[src/rtl/uart_cmd_rx_pkg.sv]
// uart_cmd_rx_pkg
//   Shared definitions for the command UART receiver: FSM state encoding
//   and default parameter values (100 MHz clock, 115200 baud, 'S' command).
package uart_cmd_rx_pkg;

    typedef enum logic [2:0] {
        ST_IDLE  = 3'd0,
        ST_START = 3'd1,
        ST_DATA  = 3'd2,
        ST_STOP  = 3'd3,
        ST_BREAK = 3'd4
    } state_e;

    localparam int         DEF_CLKS_PER_BIT = 868;
    localparam logic [7:0] DEF_START_CMD    = 8'h53;

endpackage

[src/rtl/uart_cmd_rx_if.sv]
// uart_cmd_rx_if
//   Serial input plus decoded-byte outputs of the command receiver.
//   master : host/line side (drives rx_in, observes results)
//   slave  : receiver side (samples rx_in, drives results)
//   rx_in     serial line, idle high
//   rx_data   last correctly framed byte
//   rx_valid  one-cycle strobe, rx_data updated
//   frame_err one-cycle strobe, stop bit sampled low
//   tx_start  one-cycle strobe, received byte matched the start command
//   busy      receiver not idle
interface uart_cmd_rx_if;
    logic       rx_in;
    logic [7:0] rx_data;
    logic       rx_valid;
    logic       frame_err;
    logic       tx_start;
    logic       busy;

    modport master (output rx_in,
                    input  rx_data, rx_valid, frame_err, tx_start, busy);
    modport slave  (input  rx_in,
                    output rx_data, rx_valid, frame_err, tx_start, busy);
endinterface

[src/rtl/uart_bit_sync.sv]
// uart_bit_sync
//   Two-flop synchronizer for an asynchronous, idle-high line.
//   clk   system clock
//   rst_n async active-low reset; both flops reset to 1 (line idle)
//   d     asynchronous input
//   q     synchronized output, two cycles of latency
module uart_bit_sync (
    input  logic clk,
    input  logic rst_n,
    input  logic d,
    output logic q
);
    logic [1:0] sync_q;
    logic [1:0] sync_d;

    always_comb sync_d = {sync_q[0], d};

    always_ff @(posedge clk or negedge rst_n) begin
        if (!rst_n) sync_q <= 2'b11;
        else        sync_q <= sync_d;
    end

    assign q = sync_q[1];
endmodule

[src/rtl/uart_cmd_rx.sv]
// uart_cmd_rx
//   8N1 UART receiver. Each correctly framed byte is presented on rx_data
//   with a one-cycle rx_valid strobe; a byte equal to START_CMD also pulses
//   tx_start. A low stop bit pulses frame_err and the receiver then waits
//   for the line to return high before accepting another frame.
//   clk    system clock (posedge)
//   rst_n  async active-low reset
//   bus    uart_cmd_rx_if.slave (rx_in in; rx_data/rx_valid/frame_err/
//          tx_start/busy out)
module uart_cmd_rx
    import uart_cmd_rx_pkg::*;
#(
    parameter int         CLKS_PER_BIT = DEF_CLKS_PER_BIT,
    parameter logic [7:0] START_CMD    = DEF_START_CMD
) (
    input  logic          clk,
    input  logic          rst_n,
    uart_cmd_rx_if.slave  bus
);
    localparam logic [15:0] CNT_FULL = 16'(CLKS_PER_BIT - 1);
    localparam logic [15:0] CNT_HALF = 16'(CLKS_PER_BIT / 2 - 1);

    logic        rx_s;
    state_e      state_q,     state_d;
    logic [15:0] cnt_q,       cnt_d;
    logic [2:0]  bit_idx_q,   bit_idx_d;
    logic [7:0]  shift_q,     shift_d;
    logic [7:0]  rx_data_q,   rx_data_d;
    logic        rx_valid_q,  rx_valid_d;
    logic        frame_err_q, frame_err_d;
    logic        tx_start_q,  tx_start_d;

    uart_bit_sync u_sync (
        .clk   (clk),
        .rst_n (rst_n),
        .d     (bus.rx_in),
        .q     (rx_s)
    );

    always_comb begin
        state_d     = state_q;
        cnt_d       = cnt_q + 16'd1;
        bit_idx_d   = bit_idx_q;
        shift_d     = shift_q;
        rx_data_d   = rx_data_q;
        rx_valid_d  = 1'b0;
        frame_err_d = 1'b0;
        tx_start_d  = 1'b0;

        case (state_q)
            ST_IDLE: begin
                cnt_d = '0;
                if (!rx_s) state_d = ST_START;
            end
            // Re-check the start bit at its midpoint to reject glitches;
            // this also aligns later samples to bit centres.
            ST_START: begin
                if (cnt_q == CNT_HALF) begin
                    if (rx_s) begin
                        state_d = ST_IDLE;
                    end else begin
                        state_d   = ST_DATA;
                        bit_idx_d = 3'd0;
                    end
                end
            end
            ST_DATA: begin
                if (cnt_q == CNT_FULL) begin
                    cnt_d   = '0;                      // next bit, same state
                    shift_d = {rx_s, shift_q[7:1]};    // LSB arrives first
                    if (bit_idx_q == 3'd7) state_d = ST_STOP;
                    else                   bit_idx_d = bit_idx_q + 3'd1;
                end
            end
            ST_STOP: begin
                if (cnt_q == CNT_FULL) begin
                    if (rx_s) begin
                        rx_data_d  = shift_q;
                        rx_valid_d = 1'b1;
                        tx_start_d = (shift_q == START_CMD);
                        state_d    = ST_IDLE;
                    end else begin
                        frame_err_d = 1'b1;
                        state_d     = ST_BREAK;
                    end
                end
            end
            ST_BREAK: begin
                cnt_d = '0;
                if (rx_s) state_d = ST_IDLE;
            end
            default: state_d = ST_IDLE;
        endcase

        if (state_d != state_q) cnt_d = '0;
    end

    always_ff @(posedge clk or negedge rst_n) begin
        if (!rst_n) begin
            state_q     <= ST_IDLE;
            cnt_q       <= '0;
            bit_idx_q   <= '0;
            shift_q     <= '0;
            rx_data_q   <= '0;
            rx_valid_q  <= 1'b0;
            frame_err_q <= 1'b0;
            tx_start_q  <= 1'b0;
        end else begin
            state_q     <= state_d;
            cnt_q       <= cnt_d;
            bit_idx_q   <= bit_idx_d;
            shift_q     <= shift_d;
            rx_data_q   <= rx_data_d;
            rx_valid_q  <= rx_valid_d;
            frame_err_q <= frame_err_d;
            tx_start_q  <= tx_start_d;
        end
    end

    assign bus.rx_data   = rx_data_q;
    assign bus.rx_valid  = rx_valid_q;
    assign bus.frame_err = frame_err_q;
    assign bus.tx_start  = tx_start_q;
    assign bus.busy      = (state_q != ST_IDLE);
endmodule

[src/flat_wrapper.sv]
// flat-port wrapper written by rule: the top's interface ports become plain ports
module uart_cmd_rx_flat import uart_cmd_rx_pkg::*;
#(
    parameter int         CLKS_PER_BIT = DEF_CLKS_PER_BIT,
    parameter logic [7:0] START_CMD    = DEF_START_CMD
)
  (clk, rst_n, bus_rx_in, bus_rx_data, bus_rx_valid, bus_frame_err, bus_tx_start, bus_busy);
  uart_cmd_rx_if bus_i ();
  input  logic clk;
  input  logic rst_n;
  input wire logic [$bits(bus_i.rx_in)-1:0] bus_rx_in;
  output wire logic [$bits(bus_i.rx_data)-1:0] bus_rx_data;
  output wire logic [$bits(bus_i.rx_valid)-1:0] bus_rx_valid;
  output wire logic [$bits(bus_i.frame_err)-1:0] bus_frame_err;
  output wire logic [$bits(bus_i.tx_start)-1:0] bus_tx_start;
  output wire logic [$bits(bus_i.busy)-1:0] bus_busy;
  assign bus_i.rx_in = bus_rx_in;
  assign bus_rx_data = bus_i.rx_data;
  assign bus_rx_valid = bus_i.rx_valid;
  assign bus_frame_err = bus_i.frame_err;
  assign bus_tx_start = bus_i.tx_start;
  assign bus_busy = bus_i.busy;
  uart_cmd_rx #(.CLKS_PER_BIT(CLKS_PER_BIT), .START_CMD(START_CMD)) u_core (.clk(clk), .rst_n(rst_n), .bus(bus_i));
endmodule
[config.mk]
export PLATFORM = sky130hd
export DESIGN_NAME = uart_cmd_rx_flat
export DESIGN_NICKNAME = d
export VERILOG_FILES = /design/src/rtl/uart_cmd_rx_pkg.sv /design/src/rtl/uart_cmd_rx_if.sv /design/src/rtl/uart_bit_sync.sv /design/src/rtl/uart_cmd_rx.sv /design/src/flat_wrapper.sv
export SDC_FILE = /design/constraint.sdc
export NUM_CORES = 1
export LEC_CHECK = 0
export CAP_MARGIN = 20
export CORE_MARGIN = 4
export CORE_UTILIZATION = 31
export CTS_CLUSTER_DIAMETER = 100
export DETAILED_ROUTE_END_ITERATION = 10
export PLACE_DENSITY_LB_ADDON = 0.15
export SYNTH_ARGS = -nofsm -noshare
export SYNTH_HDL_FRONTEND = slang
export SYNTH_SLANG_ARGS = --single-unit
[constraint.sdc]
create_clock -name clk -period 3.36 [get_ports clk]
set_input_delay 0.672 -clock clk [delete_from_list [all_inputs] [get_ports clk]]
set_output_delay 0.672 -clock clk [all_outputs]
set_load 0.01 [all_outputs]
==> qor.yml, run 1 <==
sta:
  fin_crit_sh_pct: 74.10
  period_needed_ns: 2.490
  tns_ns: 0
  clock.fmax_mhz: 401.7
  hold_viol: 0
  clock_skew_ns: 0.008163
  rsz0062_at_grt: "no"
  max_slew_margin_pct: 68.71
  setup_viol: 0
  slew_viol_final: 0
  worst_pin_slew_ns: 0.4650
synth:
  synth.avg_cell_area_um2: 11.29
  synth_fp_nets: 186
  synthFlopType: "dfrtp_1"
  synth_area_um2: 2021
  yosys_warnings: 0
  async_reset_ff_share_pct: 100.0
  synth_most_common_cell: "dfrtp_1"
  synth_edf_count: 0
  yosys_register_bits: 43
  synth_top_area_share_pct: 50.77
  ys_seq_area_share_pct: 53.37
  syn_inst: 179
  synthTopCellsByArea: "dfrtp_1 (51%), mux2_2 (8.9%), nor2_1 (4.5%), xnor2_1 (3.5%), dfstp_2 (2.6%)"
  synthDistinctLibCells: 44
  synth_top_cells_by_count: "dfrtp_1 (41), nor2_1 (24), mux2_2 (16)"
  synth_top_cell_by_area: "dfrtp_1"
worst_setup_path:
  critPathMaxFanout: 16
  crit_required_ns: 3.54
  endpoint_kind: "register"
  worstPathArrival_ns: 2.67
  path_class: "register to register"
  startpoint_type: "register"
finish:
  nets: 202
  antenna_cells: 0
  drive_gt1_share_pct: 17.86
  area_delta_synth_final_pct: 16.66
  fillCellCount: 612
  fin_area_um2: 2357
floorplanning:
  dieWidth_um: 88.74
  die-area_um2: 7874
  rows: 29
  die_y_um: 88.74
  io_pins: 15
  initial_core_util_pct: 31.82
  core-area_um2: 6350
clock_tree:
  clockBufferDepth: 2
  hold_buffers: 0
  cts_resized: 0
  cts_setup_buffers: 0
  htree_levels: 2
  clock_latency_ns: 0.30
  cts_num_sinks: 43
  cts_buffers: 5
  cts_tree: "built"
  clockRootBuffer: "clkbuf_8"
  clkTransAtPathRegs_ns: 0.09
route:
  drtPass1Iterations: 4
  routed_wl_mm: 3.759
  drtIter0Drc: 50
  drc_errors: 0
  vias: 1343
  routedWlPerCell_um: 13.77
  drtAntennaViolNets: 0
  viasPerCell: 4.919
placed_design:
  io_buffers: 14
  placed_area_um2: 2221
  dp_hpwl_mm: 2.689
  place.gp.congestion: 0.8469
global_route:
  grt_overflow: 0
  antenna_found_initial: 0
  grt_pass1_wl_mm: 6.410
  grt_usage_pct: 10.78
  grt_start_max_net_pins: 44
  grt_pass1_vias: 1337
pwr:
  power_density_nw_per_um2: 404.5
  leakage_nw: 1.056
  peakVddDrop_uv: 152.8
flow_run:
  maxCapViolations: 0
hold_path:
  hold_class: "input pin to async pin"
run_status:
  status: "completed"
[routing by layer]
layer	routed length [µm]	global-route usage (%)	vias up
li1	-	-	655
met4	78	5.220	0
met3	138	3.259	6
met5	0	0	-
met2	1760	17.27	16
met1	1780	13.19	666
[cell type report]
type                       count  area [µm²]  share of cell area [%]
sequential                    43        1079                   45.75
tap                           77       96.34                   4.087
timing repair buffer          15       155.1                   6.582
clock buffer                   5       68.82                   2.919
inverter                       5       18.77                  0.7962
clock inverter                 3       47.55                   2.017
multi-input combinational    125       892.1                   37.85
[worst max-delay path, cell delays in order (launching register included)]
cell and delay (ns):
dfrtp_1 0.41, or4_4 0.57, or4_1 0.69, o21ai_1 0.22
a311o_2 0.39, nor2_1 0.09
[where the power goes]
group / switching [mW] / internal [mW] / total, mW
logic: 0.0112 / 0.00434 / 0.0156
clock network: 0.192 / 0.225 / 0.417
registers: 0.00146 / 0.519 / 0.521
[through the flow]
stage	hold WS (ns)	total power, mW	util (%)	instances	setup WS [ns]
after floorplan	0.3452	0.5317	-	179	1.074
final	0.3104	0.9536	37.12	273	0.8703
after CTS	0.3588	0.9702	36.81	272	0.8352
after global placement	0.3462	0.5440	34.98	264	0.8971
after detailed placement	0.3468	0.5446	34.98	264	0.8453
after global routing	0.3338	0.9940	37.12	273	0.7369
[cell usage in the layout, fill, tap and decap left out, types with 3 or more instances in the layout]
master           netlist  final
and3_1                 4      4
clkbuf_8               0      5
clkdlybuf4s50_1        0     13
dfrtp_1               41     41
ha_1                   4      4
inv_1                  5      5
mux2_2                16     16
nand2_1               13     13
nand3_1                9      9
nand4_1                3      3
nor2_1                24     24
nor3_1                 3      3
xnor2_1                8      8
xor2_1                 6      6
[worst paths after layout]
check / start / end / depth (start not counted) / slack (ns)
worst max-delay path: u_core.cnt_q[12]$_DFF_PN0_ / u_core.cnt_q[2]$_DFF_PN0_ / 5 / 0.87
worst min-delay path: rst_n / u_core.bus.rx_data[2]$_DFFE_PN0P_ / 1 / 0.31
worst max register to register: u_core.cnt_q[12]$_DFF_PN0_ / u_core.cnt_q[2]$_DFF_PN0_ / 5 / 0.87
worst min register to register: u_core.u_sync.sync_q[0]$_DFF_PN1_ / u_core.u_sync.sync_q[1]$_DFF_PN1_ / 0 / 0.36
max in group asynchronous: rst_n / u_core.u_sync.sync_q[0]$_DFF_PN1_ / 2 / 2.48
min in group clk: u_core.u_sync.sync_q[0]$_DFF_PN1_ / u_core.u_sync.sync_q[1]$_DFF_PN1_ / 0 / 0.36
[cells by family (layout without fill, tap and decap cells)]
kind of cell | after synthesis | after routing | share of synthesized area (%)
buffers and inverters | 11 | 28 | 2.476
XOR/XNOR | 14 | 14 | 6.068
AO/OA/AOI/OAI | 10 | 10 | 3.963
adder cells (fa/ha/maj) | 4 | 4 | 2.477
flip-flops | 43 | 43 | 53.37
multiplexers | 18 | 18 | 9.907
AND/OR/NAND/NOR | 79 | 79 | 21.73
[registers in the layout (all words and copies together) (netlist names)]
register,flops
u_core.state_q,3
u_core.cnt_q,16
u_core.bus.rx_data,8
u_core.bus.frame_err,1
u_core.u_sync.sync_q,2
u_core.bus.tx_start,1
u_core.shift_q,8
u_core.bus.rx_valid,1
u_core.bit_idx_q,3
(Power assumes the default switching activity.)
==> run 2: changes to the inputs <==
==> constraint.sdc (replaced) <==
create_clock -name clk -period 2.26 [get_ports clk]
set_input_delay 0.452 -clock clk [delete_from_list [all_inputs] [get_ports clk]]
set_output_delay 0.452 -clock clk [all_outputs]
set_load 0.01 [all_outputs]
==> run 2 against run 1 <==
Net effect: sequential share of layout area is 2.9 points lower; hold slack got worse by 0.11 ns; clock-buffer cell count unchanged; critical endpoint is now u_core.cnt_q[6]$_DFF_PN0_; largest cell class unchanged; fmax rose by 11%; via count grew 5.4%; first-iteration DRC count fell by 24%; die area is the same; combinational power grew 35%.
==> qor.yml, run 2 (synthesis results as in run 1) <==
run_status:
  status: "completed"  # unchanged
sta:
  max_slew_margin_pct: 64.11  # was 68.71%
  period_needed_ns: 2.247  # was 2.490 ns
  worst_pin_slew_ns: 0.5335  # was 0.4650 ns
  clock.fmax_mhz: 445.0  # was 401.7 MHz
  slew_viol_final: 0  # unchanged
  fin_crit_sh_pct: 99.44  # was 74.10%
  clock_skew_ns: 0.009779  # was 0.008163 ns
  rsz0062_at_grt: "yes"  # was no
  hold_viol: 0  # unchanged
  tns_ns: 0  # unchanged
  setup_viol: 0  # unchanged
finish:
  fin_cells: 289  # was 273
  regMostFlops: "u_core.cnt_q"  # unchanged
  largest_register_ffs: 16  # unchanged
  layout_commonest_cell: "dfrtp_1"  # unchanged
  fin_util_pct: 39.63  # was 37.12%
  fillCellCount: 612  # unchanged
  layout_common_cells: "dfrtp_1 (41), nor2_1 (23), mux2_2 (16), buf_4 (16)"  # was dfrtp_1 (41), nor2_1 (24), mux2_2 (16)
  nets: 218  # was 202
  area_delta_synth_final_pct: 24.52  # was 16.66%
  drive_gt1_share_pct: 26.42  # was 17.86%
  antenna_cells: 0  # unchanged
clock_tree:
  clock_latency_ns: 0.30  # about the same
  clockBufferDepth: 2  # unchanged
  htree_levels: 2  # unchanged
  clkTransAtPathRegs_ns: 0.09  # about the same
  clockRootBuffer: "clkbuf_8"  # unchanged
  cts_num_sinks: 43  # unchanged
  cts_tree: "built"  # unchanged
  cts_buffers: 5  # unchanged
flow_run:
  maxCapViolations: 0  # unchanged
route:
  dr.max_layer_used: "met4"  # unchanged
  routed_wl_mm: 3.988  # was 3.759 mm
  routedWlPerCell_um: 13.80  # was 13.77 µm
  drtIter0Drc: 38  # was 50
  met3_length_um: 127  # was 138 µm
  viasPerCell: 4.896  # was 4.919
  drtPass1Iterations: 4  # unchanged
  wl_met1_mm: 1.802  # was 1.780 mm
  drtAntennaViolNets: 0  # unchanged
  drc_errors: 0  # unchanged
  vias: 1415  # was 1343
  dr_wl_met2_mm: 2.000  # was 1.760 mm
floorplanning:
  dieWidth_um: 88.74  # unchanged
  io_pins: 15  # unchanged
  rows: 29  # unchanged
  core-area_um2: 6350  # unchanged
  die_y_um: 88.74  # unchanged
  initial_core_util_pct: 31.82  # unchanged
  die-area_um2: 7874  # unchanged
global_route:
  grt_start_max_net_pins: 44  # unchanged
  grt_pass1_vias: 1482  # was 1337
  grt_usage_pct: 11.48  # was 10.78%
  grt_overflow: 0  # unchanged
  grt_pass1_wl_mm: 7.072  # was 6.410 mm
  antenna_found_initial: 0  # unchanged
worst_setup_path:
  cpLargestDelayFamily: "simple AND/OR/NAND/NOR gates"  # unchanged
  startpoint_type: "register"  # unchanged
  critPathMaxStageDelay_ns: 0.59  # was 0.69 ns
  startpoint: "u_core.cnt_q[11]$_DFF_PN0_"  # was u_core.cnt_q[12]$_DFF_PN0_
  cpMostUsedCell: "or4_4"
  worstPathArrival_ns: 2.44  # was 2.67 ns
  endpoint_kind: "register"  # unchanged
  worst-path-buf-inv: 1  # was 0
  path_cells: "or4_4 > or4_4 > o21ai_2 > a311o_2 > buf_12 > nor2_1"  # was or4_4 > or4_1 > o21ai_1 > a311o_2 > nor2_1
  cp_slowest_cell: "or4_4"  # was or4_1
  r2r-start: "u_core.cnt_q[11]$_DFF_PN0_"  # was u_core.cnt_q[12]$_DFF_PN0_
  critPathMaxFanout: 16  # unchanged
  crit_required_ns: 2.45  # was 3.54 ns
  path_class: "register to register"  # unchanged
pwr:
  power_density_nw_per_um2: 565.0  # was 404.5 nW/µm²
  leakage_nw: 1.137  # was 1.056 nW
  peakVddDrop_uv: 268.4  # was 152.8 µV
placed_design:
  place.gp.congestion: 0.7372  # was 0.8469
  io_buffers: 14  # unchanged
  placed_cells: 280  # was 264
  dp_hpwl_mm: 2.834  # was 2.689 mm
hold_path:
  hold_class: "input pin to async pin"  # unchanged
==> run 2: power by group <==
part | switching [mW] | internal [mW] | leakage (nW)
sequential | 0.00214 | 0.772 | 0.579
combinational | 0.0169 | 0.00420 | 0.499
clock | 0.291 | 0.335 | 0.0587
total | 0.310 | 1.11 | 1.14
==> run 2: metrics by stage <==
step           setup slack (ns)  hold WS, ns  area (µm²)  total power, mW
2_1_floorplan         -0.006826       0.1564        2034           0.7906
3_3_place_gp            0.01951       0.3460        2361           0.8102
3_5_place_dp           -0.03968       0.3475        2361           0.8116
4_1_cts               -0.001913       0.2416        2496            1.442
5_1_grt                -0.06854       0.2662        2516            1.473
6_report                0.01273       0.2046        2516            1.422
==> run 2: layout make-up <==
| type | count | area, µm² | area share, % |
|---|---|---|---|
| clock buffers | 5 | 68.82 | 2.735 |
| clock inverters | 3 | 47.55 | 1.890 |
| inverters | 5 | 18.77 | 0.7459 |
| multi-input cells | 125 | 930.9 | 37.00 |
| flip-flops and latches | 43 | 1079 | 42.86 |
| well taps | 77 | 96.34 | 3.829 |
| repair buffers | 31 | 275.3 | 10.94 |
==> run 2: worst register-to-register path, stage by stage (launching register included) <==
cell     delay (ns)
dfrtp_1        0.39
or4_4          0.57
or4_4          0.59
o21ai_2        0.18
a311o_2        0.21
buf_12         0.14
nor2_1         0.06
==> run 2: worst paths after layout <==
kind,endpoint,slack (ns),depth (start not counted)
max,u_core.cnt_q[6]$_DFF_PN0_,0.01,6
min,u_core.bus.rx_data[1]$_DFFE_PN0P_,0.20,2
max reg2reg,u_core.cnt_q[6]$_DFF_PN0_,0.01,6
min reg2reg,u_core.u_sync.sync_q[1]$_DFF_PN1_,0.35,0
max in group asynchronous,u_core.cnt_q[9]$_DFF_PN0_,1.66,2
min in group clk,u_core.u_sync.sync_q[1]$_DFF_PN1_,0.35,0
==> run 2: routing by layer <==
| layer | GRT usage [%] | up-vias |
|---|---|---|
| li1 | - | 690 |
| met1 | 14.00 | 702 |
| met2 | 19.57 | 18 |
| met3 | 2.886 | 5 |
| met4 | 4.121 | 0 |
| met5 | 0 | - |
==> run 2: repair_timing <==
item,CTS,global route
resized for setup,4,3
buffers inserted,0,1
hold endpoints to repair,0,0
hold buffers,0,0
pin swaps,3,3
endpoints found under the setup margin,3,23
